--- config.mk ---
export PLATFORM = sky130hd
export DESIGN_NAME = onehot_step_fsm
export DESIGN_NICKNAME = d
export VERILOG_FILES = /design/src/rtl/onehot_step_fsm_pkg.sv /design/src/rtl/onehot_step_fsm_dwell_counter.sv /design/src/rtl/onehot_step_fsm.sv
export SDC_FILE = /design/constraint.sdc
export NUM_CORES = 1
export LEC_CHECK = 0
export BUFFER_PORTS_ARGS = -buffer_cell sky130_fd_sc_hd__buf_2
export CAP_MARGIN = 10
export CORE_AREA = 2 2 39 41
export CTS_BUF_LIST = sky130_fd_sc_hd__clkbuf_8
export CTS_CLUSTER_DIAMETER = 80
export DETAILED_ROUTE_END_ITERATION = 7
export DIE_AREA = 0 0 41 43
export GPL_TIMING_DRIVEN = 0
export PLACE_DENSITY = 0.57
export REMOVE_ABC_BUFFERS = 1
export SYNTH_ARGS = -nofsm -noshare
export SYNTH_HDL_FRONTEND = slang
export SYNTH_SLANG_ARGS = --single-unit
--- constraint.sdc ---
create_clock -name clk -period 1.19 [get_ports clk]
set_input_delay 0.238 -clock clk [delete_from_list [all_inputs] [get_ports clk]]
set_output_delay 0.238 -clock clk [all_outputs]
set_load 0.02 [all_outputs]
--- src/rtl/onehot_step_fsm_pkg.sv ---
// Shared types and helpers for the one-hot stepping sequencer.
package fsm_pkg;

    localparam int MAX_STATES = 32;
    localparam int DWELL_MAX  = 255;
    localparam int DWELL_W    = 8;

    typedef enum logic [1:0] {
        CMD_HOLD    = 2'b00,
        CMD_ADV     = 2'b01,
        CMD_RET     = 2'b10,
        CMD_RESTART = 2'b11
    } cmd_e;

    function automatic logic [MAX_STATES-1:0] onehot_of(input logic [4:0] idx);
        return {{(MAX_STATES-1){1'b0}}, 1'b1} << idx;
    endfunction

    // A disabled cycle is indistinguishable from HOLD.
    function automatic cmd_e decode_cmd(input logic en, input logic a, input logic b);
        cmd_e cmd;
        cmd = CMD_HOLD;
        if (en) begin
            case ({b, a})
                2'b01:   cmd = CMD_ADV;
                2'b10:   cmd = CMD_RET;
                2'b11:   cmd = CMD_RESTART;
                default: cmd = CMD_HOLD;
            endcase
        end
        return cmd;
    endfunction

endpackage

--- src/rtl/onehot_step_fsm_dwell_counter.sv ---
// Minimum-dwell timer: counts enabled cycles since the last state change, saturating at DWELL.
module dwell_counter
    import fsm_pkg::*;
#(
    parameter int DWELL = 0
) (
    input  logic clk,
    input  logic rst,
    input  logic en,
    input  logic clear,
    output logic ready
);

    generate
        if (DWELL == 0) begin : g_no_dwell
            logic unused_in;
            assign unused_in = ^{clk, rst, en, clear};
            assign ready     = 1'b1;
        end else begin : g_dwell
            localparam logic [DWELL_W-1:0] LIMIT = DWELL_W'(DWELL);

            logic [DWELL_W-1:0] cnt_q;
            logic [DWELL_W-1:0] cnt_d;

            always_comb begin
                cnt_d = cnt_q;
                if (clear) begin
                    cnt_d = '0;
                end else if (en && (cnt_q != LIMIT)) begin
                    cnt_d = cnt_q + 1'b1;
                end
            end

            always_ff @(posedge clk or posedge rst) begin
                if (rst) begin
                    cnt_q <= '0;
                end else begin
                    cnt_q <= cnt_d;
                end
            end

            assign ready = (cnt_q == LIMIT);
        end
    endgenerate

endmodule

--- src/rtl/onehot_step_fsm.sv ---
// One-hot stepping sequencer: the binary index is the single source of truth,
// the one-hot vector and status flags are registered copies derived from its next value.
//
//   command      | meaning
//   CMD_HOLD     | no request or en=0; state and flags idle
//   CMD_ADV      | step to index+1 once dwell has elapsed
//   CMD_RET      | step to index-1 once dwell has elapsed
//   CMD_RESTART  | jump to index 0 at once, restart the dwell interval
module onehot_step_fsm
    import fsm_pkg::*;
#(
    parameter int N_STATES = 4,
    parameter int WRAP     = 0,
    parameter int DWELL    = 0
) (
    input  logic                        clk,
    input  logic                        rst,
    input  logic                        en,
    input  logic                        a,
    input  logic                        b,
    output logic [N_STATES-1:0]         state,
    output logic [$clog2(N_STATES)-1:0] state_idx,
    output logic                        at_first,
    output logic                        at_last,
    output logic                        moved,
    output logic                        blocked
);

    localparam int              IDX_W = $clog2(N_STATES);
    localparam logic [IDX_W-1:0] LAST = IDX_W'(N_STATES - 1);

    logic [IDX_W-1:0]    idx_q, idx_d;
    logic [N_STATES-1:0] state_q, state_d;
    logic                at_first_q, at_first_d;
    logic                at_last_q, at_last_d;
    logic                moved_q, moved_d;
    logic                blocked_q, blocked_d;
    logic                dwell_clear;
    logic                ready;
    cmd_e                cmd;

    dwell_counter #(
        .DWELL (DWELL)
    ) u_dwell (
        .clk   (clk),
        .rst   (rst),
        .en    (en),
        .clear (dwell_clear),
        .ready (ready)
    );

    always_comb begin
        cmd         = decode_cmd(en, a, b);
        idx_d       = idx_q;
        blocked_d   = 1'b0;
        dwell_clear = 1'b0;

        case (cmd)
            CMD_ADV: begin
                if (ready) begin
                    if (idx_q != LAST) begin
                        idx_d = idx_q + 1'b1;
                    end else if (WRAP != 0) begin
                        idx_d = '0;
                    end else begin
                        blocked_d = 1'b1;
                    end
                end
            end
            CMD_RET: begin
                if (ready) begin
                    if (idx_q != '0) begin
                        idx_d = idx_q - 1'b1;
                    end else if (WRAP != 0) begin
                        idx_d = LAST;
                    end else begin
                        blocked_d = 1'b1;
                    end
                end
            end
            CMD_RESTART: begin
                idx_d       = '0;
                dwell_clear = 1'b1;
            end
            default: begin
            end
        endcase

        // Any real change of index restarts the dwell interval.
        moved_d = (idx_d != idx_q);
        if (moved_d) begin
            dwell_clear = 1'b1;
        end

        state_d    = N_STATES'(onehot_of(5'(idx_d)));
        at_first_d = (idx_d == '0);
        at_last_d  = (idx_d == LAST);
    end

    always_ff @(posedge clk or posedge rst) begin
        if (rst) begin
            idx_q      <= '0;
            state_q    <= N_STATES'(1);
            at_first_q <= 1'b1;
            at_last_q  <= 1'b0;
            moved_q    <= 1'b0;
            blocked_q  <= 1'b0;
        end else begin
            idx_q      <= idx_d;
            state_q    <= state_d;
            at_first_q <= at_first_d;
            at_last_q  <= at_last_d;
            moved_q    <= moved_d;
            blocked_q  <= blocked_d;
        end
    end

    assign state     = state_q;
    assign state_idx = idx_q;
    assign at_first  = at_first_q;
    assign at_last   = at_last_q;
    assign moved     = moved_q;
    assign blocked   = blocked_q;

endmodule

* Word-level counts from Yosys, hierarchy flattened
Index checks and enable logic that the tools add are counted.
** Operators by class
- Add/subtract/negate cells :: 2
- Equal/unequal tests :: 9
- Shift operators :: 1
- Mux-type cells :: 8
- Reductions and logical operators :: 2
** Operators by type and width (number)
- $pmux W2 S3 :: 2
- $eq A2 B2 Y1 const B :: 5
- $mux W2 :: 3
- $eq A2 B1 Y1 const B :: 2
- $shl A1 B2 Y4 const A :: 1
- $add A2 B1 Y2 const B :: 1
- $logic_not A2 Y1 :: 1
- $mux W1 :: 2
- $ne A2 B2 Y1 :: 1
- $ne A2 B2 Y1 const B :: 1
- $pmux W1 S2 :: 1
- $reduce_bool A2 Y1 :: 1
- $sub A2 B1 Y2 const B :: 1
** Storage, ports and cells
- Register bits :: 10
- Output and inout port bits :: 10

* Longest topological paths before layout
- Depth after elaboration :: 6
- Mapped depth :: 7
- Depth with buffers taken out :: 6

* Cells and area by module
A second synthesis with hierarchy kept.
** Unflattened totals
- Cell total of the unflattened synthesis :: 45
- Area, all modules :: 432.9 µm²
** Modules (own cells, without submodules)
- onehot_step_fsm :: times used 1, cells each 43, area an instance 421.7 µm², seq. area each 201.4 µm²
- dwell_counter :: times used 1, cells each 2, area an instance 11.3 µm², seq. area each 0.0 µm²

* Least setup slack after synthesis
Ideal clock, no wire load.
- Path type :: input-to-reg
- From :: input port en
- To :: register at_last_q, in the netlist at_last
- Arrival :: 1.088 ns
- Required time :: 1.071 ns
- Setup slack :: -0.017 ns
- Stages on the path :: 5
- Path through :: and2_1 ha_1 nor2b_2 nand2b_1 and2_1
** Between the ends
- Word-level cells in the longest chain between the ends :: 4
** Ends and longest elaborated chain
- start: declaration :: line onehot_step_fsm.sv:18 : input logic en,
- $mux W2 * :: line onehot_step_fsm_pkg.sv:23 : if (en) begin
- $eq A2 B2 Y1 / $eq A2 B1 Y1 (equally long branches) :: line onehot_step_fsm.sv:58 : case (cmd)
- $pmux W2 S3 * :: line onehot_step_fsm.sv:58
- $eq A2 B2 Y1 * :: line onehot_step_fsm.sv:97 : at_last_d = (idx_d == LAST);
- named net at_last_d :: line onehot_step_fsm.sv:35 : logic at_last_q, at_last_d;
- end signal: assignment :: line onehot_step_fsm.sv:112 : at_last_q <= at_last_d;
- end: declaration :: line onehot_step_fsm.sv:35
Mark *: on every way through the listed nets, which the timed path passes. The rest lies on a longest branch.

==> results_tabular.tex <==
\begin{tabular}{lr}
\hline
Metric & Value \\
\hline
\multicolumn{2}{l}{\textbf{Detailed routing}} \\
TritonRoute pass-1 iters & 3 \\
Met2 wire len & $\sim$400 um \\
Remaining antenna violation count after routing & 0 \\
Drc violations & 0 \\
Number of violations reported at the end of detailed-routing iteration 0 & 9 \\
Post-Route M1 WL & 363 um \\
Detailed-route via count & 354 \\
Routed wire per std cell & 10.54 um \\
Final wirelength & 833 um \\
Avg Vias per Cell & between 4 and 5 \\
Highest routed metal layer & met4 \\
Wire length on met3 & 50 um \\
\multicolumn{2}{l}{\textbf{Synth}} \\
Top post-synthesis cells by area & sky130\_fd\_sc\_hd\_\_dfrtp\_1, sky130\_fd\_sc\_hd\_\_ha\_1, sky130\_fd\_sc\_hd\_\_dfstp\_2 \\
Mean cell area of the mapped netlist & 9.792 sq um \\
Synth Cell Area & 450.4 sq um \\
Cell type with the largest total area after synthesis & sky130\_fd\_sc\_hd\_\_dfrtp\_1 \\
Largest family of logic cells by synthesized area & simple AND/OR/NAND/NOR gates \\
Adder-Cell Fraction of Synth Area & 0.08333 \\
Yosys warns & 0 \\
Top FF cell, synth & sky130\_fd\_sc\_hd\_\_dfrtp\_1 \\
Share of Yosys cell area claimed by the top area cell type & 0.3889 \\
Number of synthesized register bits & 8 \\
Count of mapped cells out of synthesis & 46 \\
Async set-or-reset flop fraction in the synthesized netlist & 1.000 \\
Library cells used by synthesis & 25 \\
Mux share of post-synthesis cell area & 0 \\
Most instantiated cells after synthesis & sky130\_fd\_sc\_hd\_\_dfrtp\_1, sky130\_fd\_sc\_hd\_\_inv\_1, sky130\_fd\_sc\_hd\_\_nand2\_1 \\
Compound-gate portion of the synthesized area & 0.1778 \\
EDFF count, synth & 0 \\
Xor-xnor portion of the synthesized cell area & 0 \\
Synth Area in Simple Gates & 0.1778 \\
Share of synthesized area occupied by flip-flops and latches & 0.4472 \\
Most common cell in the netlist & sky130\_fd\_sc\_hd\_\_dfrtp\_1 \\
\multicolumn{2}{l}{\textbf{Pwr}} \\
Lkg Pwr & 0.2960 nW \\
Maximum vdd ir drop & between 0.3 and 0.4 mV \\
Total power per unit cell area & 1335 nW/um\^{}2 \\
\multicolumn{2}{l}{\textbf{Worst setup path}} \\
Critical path endpoint category & output port \\
CP peak stage delay & 0.51 ns \\
Crit Path Max Fanout & 2 \\
Critical path type & reg -> out \\
Number of buffers and inverters on the critical path & 1 \\
Required time of the worst setup path & 0.95 ns \\
WP data arrival & 0.89 ns \\
Cell type of the slowest stage on the worst timing path & sky130\_fd\_sc\_hd\_\_dfstp\_2 \\
Cells traversed along the worst timing path & buf\_2 \\
Kind of cell adding the most delay to the critical path & flip-flops \\
Element type at the critical path start & flop \\
\multicolumn{2}{l}{\textbf{Timing}} \\
Final worst-path setup slack & 0.06358 ns \\
Fmax & 887.8 MHz \\
Final clock skew & just under 0.005 ns \\
Min cycle time layout & approximately 1.1 ns \\
Final hold violation count & 0 \\
Final count of negative-setup-slack endpoints & 0 \\
Transition time at the pin with the least slew margin & 0.2894 ns \\
Setup repair after global routing missed its margin & false \\
Post-route fraction of the period consumed by the critical path & 0.9466 \\
Relative slew slack & 0.8069 \\
Final slew viol count & 0 \\
\multicolumn{2}{l}{\textbf{GRT}} \\
Antenna violations before repair & 0 \\
GR Util All Layers & 0.1221 \\
Wire length of the first global-routing pass & 1359 um \\
Aggregate global routing overflow & 0 \\
Pin count of the biggest net entering global routing & 14 \\
Vias in the first global route & 332 \\
\multicolumn{2}{l}{\textbf{Floorplan}} \\
Starting utilization of the core area & 0.3255 \\
Overall die width & around 41 um \\
Core ar. & about 1400 sq um \\
Count of standard-cell rows & 14 \\
Total Die Area & 1763 sq um \\
Io pins & 15 \\
Die height & 43 um \\
\multicolumn{2}{l}{\textbf{Place}} \\
Total cell area at the placement stage & 504.2 sq um \\
Detailed Place HPWL & 563.7 um \\
Worst-case setup slack after placement & -0.2327 ns \\
Final Wtd Congestion & 0.7276 \\
Count of buffers inserted at the top-level ports & 14 \\
\multicolumn{2}{l}{\textbf{Outcome}} \\
Run status & finished, final reports clean \\
\multicolumn{2}{l}{\textbf{Clock network}} \\
Sinks on Clock Net & 8 \\
CTS Buf Count & 3 \\
H-Tree Depth & 1 \\
Clock tree from TritonCTS & built \\
Cell at the root of the clock tree & sky130\_fd\_sc\_hd\_\_clkbuf\_8 \\
Worst-path clk slew & 0.04 ns \\
Clock latency of the later-clocked register in the worst-skew pair & 0.23 ns \\
Maximum buffer depth of the clock tree & 2 \\
\multicolumn{2}{l}{\textbf{Run}} \\
Max\_cap viols & 0 \\
\multicolumn{2}{l}{\textbf{Final layout}} \\
Synth-to-Final Area Change & 30.83\% \\
Number of diodes & 0 \\
Fin nets & 72 \\
Area of all placed cells without fillers & 589.3 sq um \\
Share of final-layout standard cells stronger than drive strength 1 & 0.4444 \\
\multicolumn{2}{l}{\textbf{Worst hold path}} \\
Path type of the worst min-delay path & in -> reg \\
\hline
\end{tabular}
## placed cells by master, fill, tap and decap left out, types with 2 or more instances in the layout
cell type and count:
sky130_fd_sc_hd__o21ai_0 2, sky130_fd_sc_hd__dfrtp_1 5, sky130_fd_sc_hd__inv_1 5, sky130_fd_sc_hd__nand2_1 4, sky130_fd_sc_hd__dfrtp_2 2, sky130_fd_sc_hd__a21oi_1 3, sky130_fd_sc_hd__clkbuf_8 3, sky130_fd_sc_hd__nand2b_1 2
sky130_fd_sc_hd__buf_4 3, sky130_fd_sc_hd__and2_1 2, sky130_fd_sc_hd__buf_2 14, sky130_fd_sc_hd__ha_2 2
## flip-flops by register name, indices dropped and copies added, names as in the netlist
| register | cells |
|---|---|
| at_first | 1 |
| at_last | 1 |
| blocked | 1 |
| moved | 1 |
| state | 2 |
| state_idx | 2 |
## cell type report
class | instances | area, sq um
clock inverters | 1 | 3.754
inverters | 4 | 15.01
clock buffers | 3 | 41.29
well taps | 16 | 20.02
multi-input cells | 29 | 202.7
flip-flops and latches | 8 | 203.9
repair buffers | 18 | 102.6
fillers | 153 | 794.5
## routing by layer
metal / track usage / vias up
met2: 0.1469 / 13
li1: - / 184
met3: 0.03141 / 2
met1: 0.1536 / 155
met4: 0.1400 / 0
met5: 0 / -
## through the flow
step,std cells,power [W],setup TNS (ns),util,hold WS [ns]
CTS,76,0.0007877,0,0.4060,0.4181
global placement,71,0.0004448,-1.138,0.3644,0.1800
floorplan,41,0.0004054,-0.03103,-,0.05294
detailed placement,71,0.0004490,-1.256,0.3644,0.1886
finish,79,0.0007870,0,0.4259,0.4418
global route,79,0.0008400,0,0.4259,0.4725
## timing repair
action	4_1_cts	5_1_grt
gates resized for setup	2	2
cloned	0	0
hold buffers	1	0
pin swaps	0	0
endpoints found under the hold margin	7	0
buffers inserted	0	3
setup endpoints to repair	2	7
## cells by family (layout without fill, tap and decap cells)
kind of cell / count (synthesis) / count (layout)
adder cells (fa/ha/maj): 3 / 3
flip-flops: 8 / 8
AND/OR/NAND/NOR: 14 / 14
buffers and inverters: 9 / 26
AO/OA/AOI/OAI: 12 / 12
## power breakdown
group          internal, W  switching, W
clock             0.000223      0.000106
sequential        0.000296     0.0000180
combinational    0.0000590     0.0000848
## worst reg2reg max path, stage by stage, from the launching register on
cell and delay, ns:
sky130_fd_sc_hd__dfrtp_2 0.46, sky130_fd_sc_hd__buf_4 0.16, sky130_fd_sc_hd__nor2_1 0.09, sky130_fd_sc_hd__nand2_1 0.06
sky130_fd_sc_hd__a21oi_1 0.17
## path summary, 6_finish.rpt
path / from / endpoint / slack [ns] / cells after the start
worst max-delay path: at_first$_DFF_PP1_ / state[0] / 0.06 / 1
worst min-delay path: b / blocked$_DFF_PP0_ / 0.44 / 4
worst max register to register: state_idx[1]$_DFF_PP0_ / blocked$_DFF_PP0_ / 0.17 / 4
worst min register to register: state_idx[1]$_DFF_PP0_ / at_first$_DFF_PP1_ / 0.55 / 1
max in group asynchronous: rst / at_first$_DFF_PP1_ / 0.42 / 3
min in group asynchronous: rst / state[1]$_DFF_PP0_ / 0.49 / 3
No activity file was read; power rests on OpenSTA's default activity.
